===== config.mk =====
export PLATFORM = sky130hd
export DESIGN_NAME = fetch_queue
export DESIGN_NICKNAME = d
export VERILOG_FILES = /design/src/rtl/fetch_queue.sv
export SDC_FILE = /design/constraint.sdc
export NUM_CORES = 1
export LEC_CHECK = 0
export ABC_CLOCK_PERIOD_IN_PS = 11100
export BUFFER_PORTS_ARGS = -buffer_cell sky130_fd_sc_hd__buf_2
export CORE_MARGIN = 8
export CORE_UTILIZATION = 45
export CTS_BUF_LIST = sky130_fd_sc_hd__clkbuf_16
export CTS_CLUSTER_SIZE = 25
export DETAILED_ROUTE_END_ITERATION = 6
export SLEW_MARGIN = 20
export SYNTH_ARGS = -nofsm -noshare
export SYNTH_HDL_FRONTEND = slang
export SYNTH_SLANG_ARGS = --single-unit

===== constraint.sdc =====
create_clock -name clock -period 11.1 [get_ports clock]
set_input_delay 1.11 -clock clock [delete_from_list [all_inputs] [get_ports clock]]
set_output_delay 1.11 -clock clock [all_outputs]
set_load 0.005 [all_outputs]

===== src/rtl/fetch_queue.sv =====
// Instruction fetch/prefetch stage: issues sequential word fetches, buffers
// in-order responses in a small FIFO and hands {pc, instruction} to decode.
// A redirect flushes the FIFO and drops responses still in flight.
module fetch_queue #(
   parameter logic [31:0] RESET_PC = 32'h0000_0000,
   parameter int unsigned DEPTH    = 4
) (
   input  logic        clock,
   input  logic        reset,
   output logic        mem_req_valid,
   input  logic        mem_req_ready,
   output logic [31:0] mem_req_addr,
   input  logic        mem_resp_valid,
   input  logic [31:0] mem_resp_data,
   output logic        inst_valid,
   input  logic        inst_ready,
   output logic [31:0] inst_data,
   output logic [31:0] inst_pc,
   input  logic        redirect_valid,
   input  logic [31:0] redirect_pc
);

   localparam int unsigned AW = $clog2(DEPTH);
   localparam int unsigned CW = $clog2(DEPTH) + 1;
   localparam logic [CW:0] DEPTH_C = (CW+1)'(DEPTH);

   logic [31:0]   fetch_pc;
   logic [31:0]   resp_pc;
   logic [CW-1:0] count;
   logic [CW-1:0] outstanding;
   logic [CW-1:0] discard;
   logic [AW-1:0] rd_ptr;
   logic [AW-1:0] wr_ptr;
   logic [31:0]   data_mem [DEPTH];
   logic [31:0]   pc_mem   [DEPTH];

   logic          req_fire;
   logic          push;
   logic          pop;
   logic [CW:0]   occupancy;
   logic [31:0]   redirect_target;

   // Request gating, handshakes and head-of-queue presentation
   always_comb begin
      occupancy       = {1'b0, count} + {1'b0, outstanding};
      redirect_target = redirect_pc & ~32'h0000_0003;
      mem_req_valid   = !reset && !redirect_valid && (occupancy < DEPTH_C);
      mem_req_addr    = fetch_pc;
      req_fire        = mem_req_valid && mem_req_ready;
      inst_valid      = (count != '0);
      inst_data       = data_mem[rd_ptr];
      inst_pc         = pc_mem[rd_ptr];
      // In-flight entries issued before a redirect are counted off by discard
      push            = mem_resp_valid && !redirect_valid && (discard == '0);
      pop             = inst_valid && inst_ready && !redirect_valid;
   end

   // Fetch pointer, in-flight bookkeeping and FIFO storage
   always_ff @(posedge clock) begin
      if (reset) begin
         fetch_pc    <= RESET_PC;
         resp_pc     <= RESET_PC;
         count       <= '0;
         outstanding <= '0;
         discard     <= '0;
         rd_ptr      <= '0;
         wr_ptr      <= '0;
         for (int i = 0; i < int'(DEPTH); i++) begin
            data_mem[i] <= '0;
            pc_mem[i]   <= '0;
         end
      end else if (redirect_valid) begin
         fetch_pc    <= redirect_target;
         resp_pc     <= redirect_target;
         count       <= '0;
         rd_ptr      <= wr_ptr;
         // A response landing this cycle is dropped and retires one in-flight slot
         outstanding <= outstanding - CW'(mem_resp_valid);
         discard     <= outstanding - CW'(mem_resp_valid);
      end else begin
         if (req_fire) begin
            fetch_pc <= fetch_pc + 32'd4;
         end
         outstanding <= outstanding + CW'(req_fire) - CW'(mem_resp_valid);
         if (mem_resp_valid && (discard != '0)) begin
            discard <= discard - CW'(1);
         end
         if (push) begin
            data_mem[wr_ptr] <= mem_resp_data;
            pc_mem[wr_ptr]   <= resp_pc;
            wr_ptr           <= wr_ptr + AW'(1);
            resp_pc          <= resp_pc + 32'd4;
         end
         if (pop) begin
            rd_ptr <= rd_ptr + AW'(1);
         end
         count <= count + CW'(push) - CW'(pop);
      end
   end

   // Memory must only answer fetches that were actually issued
   resp_has_owner: assert property (@(posedge clock) disable iff (reset)
      mem_resp_valid |-> (outstanding != '0));

   // Entries marked for dropping are always a subset of those in flight
   discard_bounded: assert property (@(posedge clock) disable iff (reset)
      discard <= outstanding);

endmodule


==> impl_metrics.csv <==
group,metric,value,unit
clock_tree,post_cts_resized,0,
routing,antenna_left,0,
routing,wl_met3,2100,um
worst_setup_path,start_kind,"primary input",
global_routing,grt_pass1_wl,54500,um
sta,fin_worst_skew,0.00857,ns
routing,routedWlPerCell,19.6,um
clock_tree,clkTransAtPathRegs,0.06,ns
routing,routed_wl,35100,um
worst_setup_path,worstPathArrival,4.11,ns
power,power_leakage,6.56,nW
routing,dr_wl_met2,16300,um
synthesis,synthFlopType,"edfxtp_1",
worst_setup_path,cp-end-kind,"register",
outcome,status,"completed",
finish,final_cell_mix,"edfxtp_1, nor2_1, buf_2",
sta,finalHoldViolations,0,
synthesis,synth_cell_types,65,
clock_tree,cts_buffers,35,
placed_design,io_buffer_count,161,
clock_tree,cts_buffer_depth,3,
sta,worst_pin_slew,1.03,ns
finish,syn_to_final_growth,15.1,%
routing,firstDrtPassIters,5,
floorplan,initial_core_util,45.5,%
sta,rsz0062_at_grt,"no",
global_routing,grt_max_degree,64,
floorplan,core-area,32400,sq um
sta,slew_headroom,31.3,%
clock_tree,worstSkewPairLatency,0.51,ns
routing,vias,9617,
worst_setup_path,crit_fanout,61,
synthesis,synth-edff-count,248,
routing,drt-initial-drc-count,589,
finish,design_area,16900,sq um
sta,fin_crit,3.97,ns
finish,fin_cells,1793,
routing,drc,0,
sta,post-route-period-util,35.8,%
routing,wl_met1,16200,um
floorplan,die_area,38700,sq um
routing,top_layer_used,"met4",
sta,finalSetupViolCount,0,
clock_tree,post-cts-setup-buffers,0,
sta,max_freq,0.252,GHz
floorplan,die_h,197,um
run,maxCapViolations,0,
synthesis,syn-instance-count,1193,
synthesis,async_flop_share,0,%
synthesis,syn_avg_cell_area,12.3,sq um
synthesis,ys_seq_area_share,60.8,%
hold_path,hold_class,"reg -> reg",
synthesis,mappedNetlistArea,14700,sq um
worst_setup_path,worstPathRequired,11.24,ns
clock_tree,clock-root-buffer,"clkbuf_16",
clock_tree,clock-sinks,323,
power,powerDensity,161,nW/um^2
floorplan,fp.dieW,197,um
global_routing,grt_pass1_vias,9746,
power,ir_worst_vdd,0.0940,mV
routing,viasPerCell,5.36,
worst_setup_path,path_class,"in -> reg",
finish,layout_commonest_cell,"edfxtp_1",
finish,nets,1414,
sta,setup_tns,0,ns
finish,drive_above_1_share,22.9,%
global_routing,grt_antenna_before_repair,1,
power,totalPowerFinal,0.00273,W
global_routing,grtUsageTotal,17.8,%
sta,maxSlewViolCount,0,
placed_design,placed_cell_area,15900,sq um
clock_tree,cts_hold_buffers,0,
placed_design,dp_hpwl,20900,um
placed_design,place_congestion,0.788,
synthesis,synth-seq-cells,323,
synthesis,yosysWarnings,0,
placed_design,place_inst,1735,
global_routing,globalRouteOverflowTotal,0,
floorplan,fp-row-count,66,
finish,diodes,0,
clock_tree,htree_num_levels,2,
clock_tree,cts_tree,"yes",
floorplan,top_level_ports,168,
## per-stage QoR
step | utilization [%] | worst slack, ns | hold WS [ns]
2_1_floorplan | - | 4.53 | 0.501
3_3_place_gp | 49.1 | 6.58 | 0.518
3_5_place_dp | 49.1 | 6.55 | 0.526
4_1_cts | 52.3 | 7.07 | 0.541
5_1_grt | 52.3 | 6.89 | 0.569
6_report | 52.3 | 7.13 | 0.535
## final cells by class
type | count | area (sq um)
inverter | 83 | 312
fill | 2880 | 15400
sequential | 323 | 8950
clock buffer | 37 | 926
tap | 442 | 553
clock inverter | 21 | 133
multi-input combinational | 712 | 5150
timing repair buffer | 175 | 915
## final timing paths
path	slack (ns)	cells after the start	start	end
hold reg to reg	0.54	2	mem_req_addr[3]	mem_req_addr[3]
setup reg to reg	7.42	8	discard[0]	pc_mem[0][2]
hold / removal	0.54	2	mem_req_addr[3]	mem_req_addr[3]
setup / recovery	7.13	8	reset	pc_mem[0][2]
## kinds of logic after synthesis
kind of cell	share of synthesized area, %
adder cells (fa/ha/maj)	1.29
multiplexers	9.62
AO/OA/AOI/OAI	5.65
buffers and inverters	4.53
other	0.0255
XOR/XNOR	2.62
AND/OR/NAND/NOR	15.5
flip-flops	60.8
## metal layers
layer | GRT usage, % | vias up
li1 | - | 4558
met1 | 24.5 | 4739
met3 | 2.98 | 35
met4 | 4.04 | 0
met2 | 29.2 | 285
met5 | 0 | -
## critical path, stage by stage
cell	delay, ns
buf_2	0.10
buf_4	0.32
nor2_1	0.34
nand2_1	0.18
nor3_2	0.14
buf_4	0.58
or2_2	0.60
buf_4	0.67
## cells in the mapped netlist, types with 3 or more instances
| cell | instances | area share (%) |
|---|---|---|
| buf_6 | 4 | 0.31 |
| nor3_1 | 17 | 0.58 |
| o311ai_0 | 5 | 0.30 |
| ha_1 | 12 | 1.0 |
| nand3b_1 | 3 | 0.15 |
| xnor2_1 | 29 | 1.7 |
| or3_1 | 9 | 0.38 |
| o31a_1 | 3 | 0.18 |
| nand4_1 | 14 | 0.60 |
| o21a_1 | 6 | 0.31 |
| a31oi_1 | 17 | 0.72 |
| dfxtp_1 | 75 | 10 |
| clkbuf_1 | 55 | 1.4 |
| a21oi_1 | 25 | 0.85 |
| and4_1 | 4 | 0.24 |
| buf_1 | 3 | 0.077 |
| o21ai_0 | 20 | 0.68 |
| buf_2 | 11 | 0.37 |
| nor2_1 | 166 | 4.2 |
| nand3_1 | 27 | 0.92 |
| nor4_1 | 10 | 0.43 |
| and4_2 | 3 | 0.20 |
| xor2_1 | 15 | 0.89 |
| nand2b_1 | 3 | 0.13 |
| a41oi_1 | 3 | 0.18 |
| edfxtp_1 | 248 | 51 |
| a211oi_1 | 14 | 0.71 |
| and3_1 | 8 | 0.34 |
| inv_1 | 83 | 2.1 |
| or4_1 | 6 | 0.31 |
| and2_1 | 63 | 2.7 |
| a21boi_0 | 13 | 0.66 |
| buf_4 | 5 | 0.26 |
| o211ai_1 | 3 | 0.15 |
| mux4_2 | 62 | 9.5 |
| nand2_1 | 110 | 2.8 |
## flip-flops by register name, summed over array words and instances, names as in the netlist, named ones only
signal	flops
count	3
data_mem	128
discard	3
mem_req_addr	30
outstanding	3
pc_mem	120
rd_ptr	2
resp_pc	30
wr_ptr	2
## where the power goes
group,leakage (nW),internal (W),switching (W)
registers,3.19,0.00136,0.0000412
logic,2.83,0.0000977,0.000140
clock network,0.546,0.000624,0.000461
total,6.56,0.00209,0.000642
Power figures use the tool's default switching activity.
